[src/rtl/wb_alu_sequencer.sv]
// Wishbone front end that queues ALU commands, issues them one at a time over a
// start/done handshake, and buffers the 64-bit results for the host to drain.
module wb_alu_sequencer #(
  parameter logic [31:0] BASE_ADDRESS = 32'h3000_0000,
  parameter int unsigned DEPTH        = 4,
  parameter int unsigned TIMEOUT      = 255
) (
  input  logic        clk,
  input  logic        reset,
  input  logic        i_wb_cyc,
  input  logic        i_wb_stb,
  input  logic        i_wb_we,
  input  logic [31:0] i_wb_addr,
  input  logic [31:0] i_wb_data,
  output logic        o_wb_ack,
  output logic        o_wb_stall,
  output logic [31:0] o_wb_data,
  output logic        alu_start,
  output logic [3:0]  alu_op,
  output logic [31:0] alu_a,
  output logic [31:0] alu_b,
  input  logic        alu_done,
  input  logic [63:0] alu_result,
  output logic        irq
);

  localparam int unsigned PW = (DEPTH > 1) ? $clog2(DEPTH) : 1;
  localparam int unsigned CW = PW + 1;
  localparam int unsigned TW = $clog2(TIMEOUT + 1);
  localparam logic [CW-1:0] FULL_CNT = CW'(DEPTH);
  localparam logic [TW-1:0] T_LAST   = TW'(TIMEOUT - 1);

  typedef enum logic [1:0] {S_IDLE, S_ISSUE, S_WAIT, S_STORE} state_t;
  state_t state_q, state_d;

  // Address decode: six word-aligned registers starting at BASE_ADDRESS
  logic [31:0] offset;
  logic        access, mapped, wr_en, rd_en;
  logic [2:0]  sel;
  assign offset = i_wb_addr - BASE_ADDRESS;
  assign access = i_wb_cyc & i_wb_stb;
  assign mapped = (offset < 32'd24) && (offset[1:0] == 2'b00);
  assign sel    = offset[4:2];
  assign wr_en  = access & mapped & i_wb_we;
  assign rd_en  = access & mapped & ~i_wb_we;

  logic [31:0] a_stg_q, b_stg_q;
  logic        err_q, ovf_q;
  logic        ack_q;
  logic [31:0] rdata_q, rdata_d;
  logic [3:0]  alu_op_q;
  logic [31:0] alu_a_q, alu_b_q;
  logic [63:0] result_q;
  logic [TW-1:0] wait_cnt_q;
  logic        busy_c, alu_start_c;

  logic [67:0]   cmd_mem [DEPTH];
  logic [PW-1:0] cmd_wr_q, cmd_rd_q;
  logic [CW-1:0] cmd_cnt_q;
  logic [63:0]   res_mem [DEPTH];
  logic [PW-1:0] res_wr_q, res_rd_q;
  logic [CW-1:0] res_cnt_q;
  logic [63:0]   res_head;

  logic cmd_push_req, cmd_push, cmd_pop, ovf_set;
  logic res_push, res_pop, res_empty, timeout_hit;

  assign res_empty    = (res_cnt_q == '0);
  assign res_head     = res_mem[res_rd_q];
  assign cmd_pop      = (state_q == S_IDLE) && (cmd_cnt_q != '0);
  assign cmd_push_req = wr_en && (sel == 3'd2);
  // A full FIFO still accepts a push when the same cycle pops it
  assign cmd_push     = cmd_push_req && ((cmd_cnt_q != FULL_CNT) || cmd_pop);
  assign ovf_set      = cmd_push_req && !cmd_push;
  assign res_pop      = rd_en && (sel == 3'd5) && !res_empty;
  assign res_push     = (state_q == S_STORE) && ((res_cnt_q != FULL_CNT) || res_pop);
  assign timeout_hit  = (state_q == S_WAIT) && !alu_done && (wait_cnt_q == T_LAST);

  always_ff @(posedge clk) begin
    if (!reset) state_q <= S_IDLE;
    else        state_q <= state_d;
  end

  always_comb begin
    state_d = state_q;
    case (state_q)
      S_IDLE:  if (cmd_cnt_q != '0) state_d = S_ISSUE;
      S_ISSUE: state_d = S_WAIT;
      S_WAIT:  if (alu_done || timeout_hit) state_d = S_STORE;
      S_STORE: if (res_push) state_d = S_IDLE;
      default: state_d = S_IDLE;
    endcase
  end

  always_comb begin
    alu_start_c = 1'b0;
    busy_c      = 1'b1;
    case (state_q)
      S_IDLE:  busy_c = 1'b0;
      S_ISSUE: alu_start_c = 1'b1;
      default: ;
    endcase
  end

  always_comb begin
    rdata_d = '0;
    if (rd_en) begin
      case (sel)
        3'd3:    rdata_d = {17'b0, err_q, ovf_q, 4'(res_cnt_q), 4'b0, 4'(cmd_cnt_q), busy_c};
        3'd4:    rdata_d = res_empty ? 32'h0 : res_head[31:0];
        3'd5:    rdata_d = res_empty ? 32'h0 : res_head[63:32];
        default: rdata_d = '0;
      endcase
    end
  end

  // FIFO storage carries no reset; the counts alone define validity
  always_ff @(posedge clk) begin
    if (cmd_push) cmd_mem[cmd_wr_q] <= {i_wb_data[3:0], a_stg_q, b_stg_q};
    if (res_push) res_mem[res_wr_q] <= result_q;
  end

  always_ff @(posedge clk) begin
    if (!reset) begin
      a_stg_q    <= '0;
      b_stg_q    <= '0;
      err_q      <= 1'b0;
      ovf_q      <= 1'b0;
      ack_q      <= 1'b0;
      rdata_q    <= '0;
      alu_op_q   <= '0;
      alu_a_q    <= '0;
      alu_b_q    <= '0;
      result_q   <= '0;
      wait_cnt_q <= '0;
      cmd_wr_q   <= '0;
      cmd_rd_q   <= '0;
      cmd_cnt_q  <= '0;
      res_wr_q   <= '0;
      res_rd_q   <= '0;
      res_cnt_q  <= '0;
    end else begin
      ack_q   <= access & mapped;
      rdata_q <= rdata_d;
      if (wr_en && sel == 3'd0) a_stg_q <= i_wb_data;
      if (wr_en && sel == 3'd1) b_stg_q <= i_wb_data;

      // Sticky flags: a new event in the same cycle as its clear wins
      if (timeout_hit)                                err_q <= 1'b1;
      else if (wr_en && sel == 3'd3 && i_wb_data[13]) err_q <= 1'b0;
      if (ovf_set)                                    ovf_q <= 1'b1;
      else if (wr_en && sel == 3'd3 && i_wb_data[12]) ovf_q <= 1'b0;

      if (cmd_pop) {alu_op_q, alu_a_q, alu_b_q} <= cmd_mem[cmd_rd_q];
      if (state_q == S_ISSUE)     wait_cnt_q <= '0;
      else if (state_q == S_WAIT) wait_cnt_q <= wait_cnt_q + TW'(1);
      if (state_q == S_WAIT && alu_done) result_q <= alu_result;
      else if (timeout_hit)              result_q <= '0;

      if (cmd_push) cmd_wr_q <= cmd_wr_q + PW'(1);
      if (cmd_pop)  cmd_rd_q <= cmd_rd_q + PW'(1);
      case ({cmd_push, cmd_pop})
        2'b10:   cmd_cnt_q <= cmd_cnt_q + CW'(1);
        2'b01:   cmd_cnt_q <= cmd_cnt_q - CW'(1);
        default: ;
      endcase

      if (res_push) res_wr_q <= res_wr_q + PW'(1);
      if (res_pop)  res_rd_q <= res_rd_q + PW'(1);
      case ({res_push, res_pop})
        2'b10:   res_cnt_q <= res_cnt_q + CW'(1);
        2'b01:   res_cnt_q <= res_cnt_q - CW'(1);
        default: ;
      endcase
    end
  end

  assign o_wb_ack   = ack_q;
  assign o_wb_stall = 1'b0;
  assign o_wb_data  = rdata_q;
  assign alu_start  = alu_start_c;
  assign alu_op     = alu_op_q;
  assign alu_a      = alu_a_q;
  assign alu_b      = alu_b_q;
  assign irq        = !res_empty || err_q;

endmodule

[config.mk]
export PLATFORM = sky130hd
export DESIGN_NAME = wb_alu_sequencer
export DESIGN_NICKNAME = d
export VERILOG_FILES = /design/src/rtl/wb_alu_sequencer.sv
export SDC_FILE = /design/constraint.sdc
export NUM_CORES = 1
export LEC_CHECK = 0
export CAP_MARGIN = 40
export CORE_MARGIN = 2
export CORE_UTILIZATION = 35
export CTS_CLUSTER_SIZE = 8
export DETAILED_ROUTE_END_ITERATION = 16
export SLEW_MARGIN = 30
export SYNTH_ARGS = -nofsm -noshare
export SYNTH_HDL_FRONTEND = slang
export SYNTH_SLANG_ARGS = --single-unit
[constraint.sdc]
create_clock -name clk -period 5.4 [get_ports clk]
set_input_delay 1.35 -clock clk [delete_from_list [all_inputs] [get_ports clk]]
set_output_delay 1.35 -clock clk [all_outputs]
set_load 0.05 [all_outputs]
Yosys cells after proc, flatten, opt, wreduce, memory -nomap -nowiden

Memories as Yosys holds them, arrays and structs flattened. A register that Yosys moved wholly into a read port is not among the register bits.
Index checks and enable logic that the tools add are counted.

Logic and storage cells: 112
Input bits: 134
Memories kept: 2
Output and inout bits: 104
Memory bits (writable): 528
Flip-flop bits (word level): 187

Order comparisons: 1
Add/subtract/negate cells: 10
Bitwise logic cells: 6
Muxes and demuxes: 23
Equality and inequality tests: 18
Reduce and logical (&&, ||, !) cells: 37

Memory list:

| name    | words | bits a word | read ports | clocked after memory_dff | write ports | line | text |
|---|---|---|---|---|---|---|---|
| cmd_mem | 4     | 68          | 1          | 1                        | 1           | 57   | `logic [67:0] cmd_mem [DEPTH];` |
| res_mem | 4     | 64          | 1          | 1                        | 1           | 60   | `logic [63:0] res_mem [DEPTH];` |

Operator list:

| kind                     | count |
|---|---|
| $mux W64                 | 2 |
| $pmux W32 S3             | 1 |
| $mux W32                 | 2 |
| $lt A32 B5 Y1 const B    | 1 |
| $sub A32 B30 Y32 const B | 1 |
| $logic_and A1 B1 Y1      | 16 |
| $pmux W3 S2              | 2 |
| $mux W1                  | 10 |
| $mux W2                  | 5 |
| $reduce_bool A2 Y1       | 5 |
| $add A2 B1 Y2 const B    | 4 |
| $add A8 B1 Y8 const B    | 1 |
| $eq A2 B2 Y1 const B     | 4 |
| $eq A8 B8 Y1 const B     | 1 |
| $pmux W2 S4              | 1 |
| $add A3 B1 Y3 const B    | 2 |
| $eq A2 B1 Y1 const B     | 3 |
| $eq A3 B2 Y1 const B     | 2 |
| $eq A3 B3 Y1 const B     | 2 |
| $logic_not A3 Y1         | 2 |
| $ne A3 B3 Y1 const B     | 2 |
| $sub A3 B1 Y3 const B    | 2 |
| $and A1 B1 Y1            | 4 |
| $logic_not A1 Y1         | 4 |
| 10 further kinds         | 16 |

Depth between registers and ports, before layout

Gate-level depths: netlist of the first run.

Depth in word-level cells: 11
Gate-level depth with buffers: 11
Mapped depth without buffers: 9

Worst setup path after synthesis of the first run

Ideal clock, no wire load.

Path type: input port to flip-flop
Start point: input port i_wb_addr[14]
End point: memory res_mem[0][0] (enable)
Path slack: 601 ps
Data arrival time: 4,370 ps
Setup time: 429 ps
Path buffers: 0
Data required time: 4,971 ps
Stages on the path: 5
Cells stage by stage: nor4b_1 -> nand4_1 -> nor4b_2 -> o21a_1 -> and2_1

Longest elaborated chain between the ends: 11

RTL lines:

| what                              | line | text |
|---|---|---|
| start: declaration                | 13   | `input logic [31:0] i_wb_addr,` |
| $sub A32 B30 Y32                  | 40   | `assign offset = i_wb_addr - BASE_ADDRESS;` |
| $lt A32 B5 Y1                     | 42   | `assign mapped = (offset < 32'd24) && (offset[1:0] == 2'b00);` |
| $logic_and A1 B1 Y1               | 42   |  |
| $and A1 B1 Y1 (2 in series)       | 45   | `assign rd_en = access & mapped & ~i_wb_we;` |
| $logic_and A1 B1 Y1 (2 in series) | 75   | `assign res_pop = rd_en && (sel == 3'd5) && !res_empty;` |
| $logic_or A1 B1 Y1                | 76   | `assign res_push = (state_q == S_STORE) && ((res_cnt_q != FULL_CNT) \|\| res_pop);` |
| $logic_and A1 B1 Y1               | 76   |  |
| $mux W1                           | 120  | `if (res_push) res_mem[res_wr_q] <= result_q;` |
| $mux W1 (not written as such)     | 120  |  |
| end: declaration                  | 60   |  |

No other way between the ends.

Worst setup path after layout of the first run

Start point: register res_cnt_q[2]
End point: output port irq

Longest elaborated chain between the ends: 3

RTL lines:

| what                     | line | text |
|---|---|---|
| start: declaration       | 62   | `logic [CW-1:0] res_cnt_q;` |
| start signal: assignment | 171  | `2'b10: res_cnt_q <= res_cnt_q + CW'(1);` |
| start signal: assignment | 172  | `2'b01: res_cnt_q <= res_cnt_q - CW'(1);` |
| $logic_not A3 Y1         | 68   | `assign res_empty = (res_cnt_q == '0);` |
| $logic_not A1 Y1         | 185  | `assign irq = !res_empty \|\| err_q;` |
| $logic_or A1 B1 Y1       | 185  |  |
| end: declaration         | 24   | `output logic irq` |

No other way between the ends.

==> results of run 1 <==
[worst max-delay path: stages, from the launching register on]
cell             delay, ns
dfxtp_1               0.33
nor3_1                0.66
nand2b_1              0.31
clkdlybuf4s50_1       0.80
[flip-flops by register name, summed over array words and instances (netlist names), 8 cells and up, named ones only]
name,flops
cmd_mem,272
res_mem,256
result_q,64
a_stg_q,32
alu_a,32
alu_b,32
b_stg_q,32
o_wb_data,32
wait_cnt_q,8
[routing by layer]
layer / up-vias / wire, µm / GRT usage (%)
met2: 478 / 32220 / 25.64
met3: 88 / 4341 / 3.103
met1: 8242 / 29000 / 21.28
li1: 7507 / - / -
met4: 4 / 1148 / 4.078
met5: - / 28 / 0
[Yosys cell counts, types with 2 or more instances]
library cell    n
buf_6           3
edfxtp_1      528
nand3_1        71
a21boi_1       35
nor2b_1         2
clkbuf_1       87
nor4b_2         3
inv_1          14
mux2i_1         7
nor3_1          7
nor2_1         34
a22oi_1        32
ha_1           14
nand3b_1        2
and3_1          3
buf_2           7
or3b_2          2
fa_1            2
nor4_1          4
nand2_1       361
xnor2_1         8
or3_1           4
nor4_2          2
a21oi_1        10
mux4_2        132
dfxtp_1       257
nand4_1         6
a21boi_0      162
xor2_1          7
buf_1          20
o21ai_0         4
nand2b_1        7
nor4b_1         3
and2_1         21
[report_power, final]
part	total, mW	internal (mW)	leakage [nW]	switching, mW
logic	2.89	0.988	2.89	1.90
registers	7.00	6.76	6.39	0.246
clock network	6.26	3.79	1.51	2.47
[worst max-delay path by stage]
| stage | endpoint | slack, ns | depth (start not counted) |
|---|---|---|---|
| 4_1_cts | irq | 1.33 | 3 |
| 5_1_grt | irq | 1.19 | 3 |
| 3_3_place_gp | cmd_mem[1][59] | 0.85 | 7 |
| 3_5_place_dp | cmd_mem[3][27] | 0.86 | 7 |
| 2_1_floorplan | res_mem[0][0] | 0.60 | 5 |
| 6_report | irq | 1.33 | 3 |
[logic make-up after synthesis]
| kind of cell | after synthesis | share of synthesized area, % |
|---|---|---|
| AO/OA/AOI/OAI | 248 | 6.284 |
| XOR/XNOR | 15 | 0.4516 |
| adder cells (fa/ha/maj) | 16 | 0.7398 |
| buffers and inverters | 132 | 1.824 |
| flip-flops | 785 | 72.19 |
| multiplexers | 139 | 10.46 |
| other | 1 | 0.01289 |
| AND/OR/NAND/NOR | 536 | 8.035 |
[cell type report]
cell class                      count  area [µm²]  share of cell area [%]
Tap cell                         1070        1339                   3.709
Clock buffer                      198        3050                   8.450
Multi-Input combinational cell    955        7619                   21.10
Timing Repair Buffer              273        2887                   7.996
Antenna cell                        2       5.005                 0.01386
Sequential cell                   785       21010                   58.21
Inverter                           14       52.55                  0.1456
Clock inverter                      7       135.1                  0.3743
==> impl_metrics.tcl, run 1 <==
set metrics [dict create \
    synth_cell_types 45 \
    report.final.slew_viol_count 0 \
    synth_cells 1872 \
    root_buffer "clkbuf_16" \
    worst-slew-pin-transition_ns 0.7800 \
    max_freq_mhz 245.9 \
    hold_path_end "alu_a[4]" \
    io_pins 238 \
    powerDensity_mw_per_mm2 447.4 \
    core_mm2 0.08224 \
    place_congestion 0.7563 \
    status "finished clean" \
    clkLatencyLatePin_ns 0.66 \
    cts_setup_buffers 0 \
    clock_path_buffers 3 \
    grt_pass1_wl_mm 102.0 \
    pre_cts_slack_ns 0.8552 \
    finalClockSkew_ns 0.05128 \
    postSynth.asyncResetShare_pct 0 \
    r2r-end "res_mem[3][24]" \
    timing.critical_path.from_type "flip-flop" \
    worstHoldStart "alu_a[4]" \
    synthFlopType "edfxtp_1" \
    grt_pass1_vias 16800 \
    syn_nets 2022 \
    vias 16320 \
    r2r_start "res_cnt_q[2]" \
    leakage_nw 10.78 \
    hp-class "flip-flop to flip-flop" \
    cts_resized 0 \
    hold_buffers 0 \
    final_common_cell "edfxtp_1" \
    drt_iter0_markers 1182 \
    area_delta_synth_final_pct 24.10 \
    rrSetupSlack_ns 2.82 \
    cts.sinks 785 \
    final_cell_mix "edfxtp_1, nand2_1, dfxtp_1" \
    antenna_left 0 \
    place_inst 3096 \
    crit_type "flip-flop to output port" \
    fin_hold_ws_ns 0.4609 \
    hpwl_mm 40.80 \
    drc_errors 0 \
    cts_max_level 3 \
    placed_area_mm2 0.03288 \
    hold_viol_final 0 \
    crit_fanout 5 \
    max-vdd-ir-drop_uv 258.8 \
    synth-seq-cells 785 \
    die_h_um 292.3 \
    drt_pass1_iterations 5 \
    synth.area.top_cells "edfxtp_1, dfxtp_1, mux4_2" \
    fin_ws_ns 1.334 \
    syn_area_per_cell_um2 15.54 \
    grt_max_degree 71 \
    finalCriticalPeriod_ns 4.066 \
    grt_setup_unrepaired "false" \
    io_buffers 236 \
    wl_per_cell_um 20.20 \
    antenna_found_initial 4 \
    fin_total_pwr_mw 16.15 \
    clk_pin_slew_ns 0.05 \
    timing.final.crit_share_pct 75.30 \
    numCtsBuffers 108 \
    drive_gt1_share_pct 13.98 \
    wl_mm 66.74 \
    die_x_um 292.3 \
    synth_area_leader_cell "edfxtp_1" \
    setup_tns_ns 0 \
    final_core_util_pct 43.89 \
    gr-total-overflow 0 \
    synth_top_area_share_pct 54.51 \
    synth_edf_count 528 \
    maxCapViolations 0 \
    crit_required_ns 4.05 \
    grt_use_total_pct 15.62 \
    cp-startpoint "res_cnt_q[2]" \
    final_nets 2287 \
    syn-cell-area_mm2 0.02909 \
    maxSlewHeadroom_pct 47.60 \
    fillCellCount 7272 \
    hold_depth 2 \
    start_util_pct 35.37 \
    rr_worst_depth 7 \
    die-area_mm2 0.08543 \
    end_kind "output port" \
    setup_violations 0 \
    synth_warnings 0 \
    cp.arrival_ns 2.72 \
    final_cell_area_mm2 0.03610 \
    ys_seq_area_share_pct 72.19 \
    post_layout_nonfiller_instances 3304 \
    viasPerCell 4.939 \
    rows 105 \
    cts_tree "yes" \
]
Note: power is estimated with default switching activity, not from simulation.
==> run 2: changes to the inputs <==
==> constraint.sdc (replaced) <==
create_clock -name clk -period 3.95 [get_ports clk]
set_input_delay 0.9875 -clock clk [delete_from_list [all_inputs] [get_ports clk]]
set_output_delay 0.9875 -clock clk [all_outputs]
set_load 0.05 [all_outputs]
==> run 2 against run 1 <==
Compared with the run above: sequential share of layout area fell by 0.70 points; via count rose by 0.85%; register-to-register slack got worse by 1.2 ns; global-route usage rose by 0.59 points; combinational power rose by 34%; flip-flop and latch count did not move; total power rose by 37%; clock power rose by 38%; clock skew rose by 0.012 ns; first-iteration DRC count fell by 3.5%.
==> impl_metrics.tcl, run 2 (synthesis gave the netlist of run 1 again) <==
set metrics [dict create \
    power.internal_mw 15.81 \
    p_switching_mw 6.306 \
    final_nets 2312 \
    timing.final.crit_share_pct 84.24 \
    fin_total_pwr_mw 22.11 \
    fillCellCount 7204 \
    p_sw_share_pct 28.51 \
    clock_path_buffers 3 \
    hold_depth 2 \
    setup_violations 0 \
    root_buffer "clkbuf_16" \
    top_regs "cmd_mem (272), res_mem (256), result_q (64)" \
    setup_tns_ns 0 \
    r2r-end "cmd_cnt_q[2]" \
    maxCapViolations 0 \
    final_common_cell "edfxtp_1" \
    r2r_start "state_q[0]" \
    die-area_mm2 0.08543 \
    grt_pass1_wl_mm 105.3 \
    drc_errors 0 \
    io_buffers 236 \
    worstHoldStart "alu_b[27]" \
    clock_power_share_pct 39.0 \
    grt_max_degree 117 \
    worst_path_max_delay_cell "clkdlybuf4s50_1" \
    wl_per_cell_um 20.85 \
    viasPerCell 4.948 \
    crit_type "flip-flop to output port" \
    cts_resized 0 \
    max_freq_mhz 300.5 \
    die_h_um 292.3 \
    drive_gt1_share_pct 14.95 \
    grt_setup_unrepaired "false" \
    wl_mm 69.35 \
    largest_register "cmd_mem" \
    hpwl_mm 43.97 \
    rrSetupSlack_ns 1.62 \
    hold_buffers 0 \
    max-vdd-ir-drop_uv 453.0 \
    io_pins 238 \
    cts.sinks 785 \
    timing.critical_path.from_type "flip-flop" \
    grt_use_total_pct 16.21 \
    finalCriticalPeriod_ns 3.327 \
    report.final.slew_viol_count 0 \
    regArea_mm2 0.02102 \
    grt_pass1_vias 17090 \
    area_delta_synth_final_pct 25.64 \
    antenna_left 0 \
    largest_reg_flops 272 \
    multi_input_area_mm2 0.007614 \
    crit_required_ns 2.96 \
    hp-class "flip-flop to flip-flop" \
    leakage_nw 10.97 \
    finalClockSkew_ns 0.06314 \
    worst-slew-pin-transition_ns 0.8533 \
    status "finished clean" \
    cp.arrival_ns 2.34 \
    hold_path_end "alu_b[27]" \
    numCtsBuffers 108 \
    path_buf_inv 2 \
    clk_pin_slew_ns 0.05 \
    place_congestion 0.7602 \
    gr-total-overflow 0 \
    core_mm2 0.08224 \
    start_util_pct 35.37 \
    placed_area_mm2 0.03325 \
    antenna_found_initial 4 \
    hold_viol_final 0 \
    seqPwrFrac_pct 43.4 \
    crit_fanout 5 \
    max_stage_delay_ns 0.86 \
    cts_setup_buffers 0 \
    drt_iter0_markers 1141 \
    fin_ws_ns 0.6227 \
    die_x_um 292.3 \
    drt_pass1_iterations 5 \
    powerDensity_mw_per_mm2 605.1 \
    cp_top_family "buffers and inverters" \
    pwr-share-comb_pct 17.5 \
    rr_worst_depth 9 \
    end_kind "output port" \
    final_cell_area_mm2 0.03655 \
    crit_chain "nor3_1 -> buf_4 -> nand2b_1 -> clkdlybuf4s50_1" \
    fin_hold_ws_ns 0.4608 \
    cts_max_level 3 \
    cts_tree "yes" \
    vias 16460 \
    clkLatencyLatePin_ns 0.67 \
    pre_cts_slack_ns 0.03023 \
    rows 105 \
    maxSlewHeadroom_pct 43.11 \
    final_cell_mix "edfxtp_1, nand2_1, dfxtp_1" \
]
==> run 2: power groups by stage <==
stage	Clock [mW]	Sequential, mW	Combinational, mW
5_1_grt	9.19	9.68	4.16
2_1_floorplan	0	10.8	1.30
3_3_place_gp	0	9.79	3.86
6_report	8.63	9.61	3.87
3_5_place_dp	0	9.78	3.93
4_1_cts	8.82	9.62	3.94
==> run 2: worst reg2reg max path, stage by stage (launching register included) <==
cell and delay (ns):
dfxtp_1 0.33, inv_1 0.10, ha_1 0.33, nor2b_4 0.21, nand2b_1 0.07, fa_1 0.38
or3_1 0.38, mux2i_1 0.17, xor2_1 0.16, and2_1 0.13
==> run 2: worst max-delay path by stage <==
stage,startpoint,depth (start not counted),slack [ns],endpoint
2_1_floorplan,i_wb_addr[14],5,0.21,res_mem[0][0]
3_3_place_gp,i_wb_addr[27],8,0.07,res_mem[0][16]
5_1_grt,i_wb_addr[14],8,0.50,res_mem[3][14]
4_1_cts,res_cnt_q[2],4,0.63,irq
3_5_place_dp,i_wb_addr[27],8,0.03,res_mem[3][27]
6_report,res_cnt_q[2],4,0.62,irq
==> run 2: per-layer routing <==
metal / part of all wire, % / global-route usage [%]
met5: 0.063 / 0
met4: 1.9 / 4.478
met3: 6.3 / 3.111
met2: 50 / 27.38
met1: 42 / 21.39
==> run 2: metrics by stage <==
| step | std cells | util, % |
|---|---|---|
| 3_3_place_gp | 3119 | 40.40 |
| 3_5_place_dp | 3120 | 40.44 |
| 5_1_grt | 3324 | 44.43 |
| 2_1_floorplan | 1872 | - |
| 4_1_cts | 3322 | 44.38 |
| 6_report | 3326 | 44.44 |
==> run 2: final cells by class <==
cell class | instances | share of cell area (%)
flip-flops and latches | 785 | 57.50
multi-input cells | 955 | 20.83
repair buffers | 298 | 8.960
clock buffers | 195 | 8.347
well taps | 1070 | 3.663
clock inverters | 7 | 0.5375
inverters | 14 | 0.1438
diodes | 2 | 0.01369
==> run 3: changes to the inputs <==
==> constraint.sdc (replaced) <==
create_clock -name clk -period 3.47 [get_ports clk]
set_input_delay 0.8675 -clock clk [delete_from_list [all_inputs] [get_ports clk]]
set_output_delay 0.8675 -clock clk [all_outputs]
set_load 0.05 [all_outputs]
==> run 3 against run 2 <==
Compared with the run above: critical path depth is the same; combinational power grew 16%; worst hold slack gained 0.0015 ns; cell count grew 0.72%; design area grew 0.56%; sequential share of layout area shrank 0.33 points; non-clock buffer count grew 21; count of clock-buffer cells in the layout grew 2; largest cell class unchanged; clock power grew 13%; clock skew shrank 0.032 ns; register-to-register slack lost 0.54 ns; die area is the same.
==> impl_metrics.tcl, run 3 (synthesis gave the netlist of run 1 again) <==
set metrics [dict create \
    vias 16590 \
    crit_type "flip-flop to output port" \
    grt_max_degree 96 \
    cts_setup_buffers 0 \
    cp.arrival_ns 2.32 \
    finalClockSkew_ns 0.03133 \
    cts_max_level 3 \
    end_kind "output port" \
    max-vdd-ir-drop_uv 436.6 \
    hold_buffers 0 \
    final_common_cell "edfxtp_1" \
    drt_iter0_markers 1165 \
    cts_tree "yes" \
    maxSlewHeadroom_pct 56.53 \
    clk_pin_slew_ns 0.05 \
    multi_input_area_mm2 0.007627 \
    diodes 0 \
    max_freq_mhz 314.1 \
    worst-slew-pin-transition_ns 0.6500 \
    final_cell_mix "edfxtp_1, nand2_1, dfxtp_1" \
    grt_pass1_wl_mm 104.0 \
    final_cell_area_mm2 0.03675 \
    place_congestion 0.7643 \
    fillCellCount 7238 \
    hpwl_mm 42.15 \
    area_delta_synth_final_pct 26.35 \
    drc_errors 0 \
    hold_viol_final 0 \
    die_h_um 292.3 \
    viasPerCell 4.953 \
    hold_depth 2 \
    report.final.slew_viol_count 0 \
    rr_worst_depth 9 \
    drt_pass1_iterations 5 \
    rrSetupSlack_ns 1.08 \
    finalCriticalPeriod_ns 3.183 \
    timing.critical_path.from_type "flip-flop" \
    rows 105 \
    leakage_nw 11.12 \
    die_x_um 292.3 \
    wl_per_cell_um 20.29 \
    final_nets 2334 \
    antenna_left 0 \
    hp-class "flip-flop to flip-flop" \
    numCtsBuffers 109 \
    crit_required_ns 2.60 \
    clkLatencyLatePin_ns 0.67 \
    start_util_pct 35.37 \
    powerDensity_mw_per_mm2 685.5 \
    timing.final.crit_share_pct 91.74 \
    wl_mm 67.96 \
    fin_total_pwr_mw 25.20 \
    maxCapViolations 0 \
    regArea_mm2 0.02101 \
    die-area_mm2 0.08543 \
    cts.sinks 785 \
    grt_setup_unrepaired "false" \
    root_buffer "clkbuf_16" \
    grt_pass1_vias 17090 \
    gr-total-overflow 0 \
    io_pins 238 \
    largest_reg_flops 272 \
    largest_register "cmd_mem" \
    io_buffers 236 \
    placed_area_mm2 0.03344 \
    drive_gt1_share_pct 15.83 \
    top_regs "cmd_mem (272), res_mem (256), result_q (64)" \
    antenna_found_initial 3 \
    setup_violations 0 \
    crit_fanout 5 \
    grt_use_total_pct 15.90 \
    status "finished clean" \
    clock_path_buffers 3 \
    core_mm2 0.08224 \
    cts_resized 0 \
]
==> run 3: cell types whose count changed in the layout (fill, tap and decap cells not counted), sizes merged <==
cell / previous run / this run
buf: 63 / 84
bufinv: 1 / 0
clkbuf: 195 / 197
clkinv: 6 / 5
diode: 2 / 0
inv: 14 / 19
==> run 3: worst paths after layout <==
path | start | endpoint
worst max-delay path | res_cnt_q[2] | irq
worst min-delay path | alu_a[26] | alu_a[26]
worst max register to register | state_q[0] | cmd_cnt_q[2]
worst min register to register | alu_a[26] | alu_a[26]
==> run 3: where the power goes <==
group | internal (mW) | leakage (nW) | switching [mW]
registers | 10.5 | 6.39 | 0.422
logic | 1.56 | 3.21 | 2.92
clock network | 5.92 | 1.52 | 3.85
total | 18.0 | 11.1 | 7.20
==> run 3: final cells by class <==
type,count,share of cell area [%]
Clock buffer,197,8.320
Timing Repair Buffer,319,9.549
Sequential cell,785,57.17
Tap cell,1070,3.643
Multi-Input combinational cell,955,20.75
Inverter,14,0.1430
Clock inverter,10,0.4187
==> run 3: metrics by stage <==
step	TNS (ns)	hold WS, ns	cells	util, %	worst slack, ns
4_1_cts	0	0.4669	3346	44.56	0.2669
2_1_floorplan	-38.06	0.4301	1872	-	-0.1487
5_1_grt	0	0.4724	3350	44.69	0.2269
3_5_place_dp	-3.396	0.4576	3139	40.66	-0.07110
3_3_place_gp	-2.988	0.4460	3138	40.63	-0.06379
6_report	0	0.4623	3350	44.69	0.2867
==> run 3: worst max-delay path, cell delays in order (launching register included) <==
cell             delay (ns)
dfxtp_1                0.39
nor3_1                 0.08
buf_4                  0.16
nand2b_1               0.19
clkdlybuf4s50_1        0.85
==> run 3: layer usage <==
| layer | part of all wire [%] | routed length (µm) | vias up | GRT usage, % |
|---|---|---|---|---|
| li1 | - | - | 7617 | - |
| met1 | 43 | 29230 | 8396 | 21.12 |
| met2 | 49 | 33530 | 472 | 26.82 |
| met3 | 5.7 | 3842 | 105 | 3.005 |
| met4 | 2.0 | 1336 | 4 | 4.240 |
| met5 | 0.034 | 23 | - | 0 |
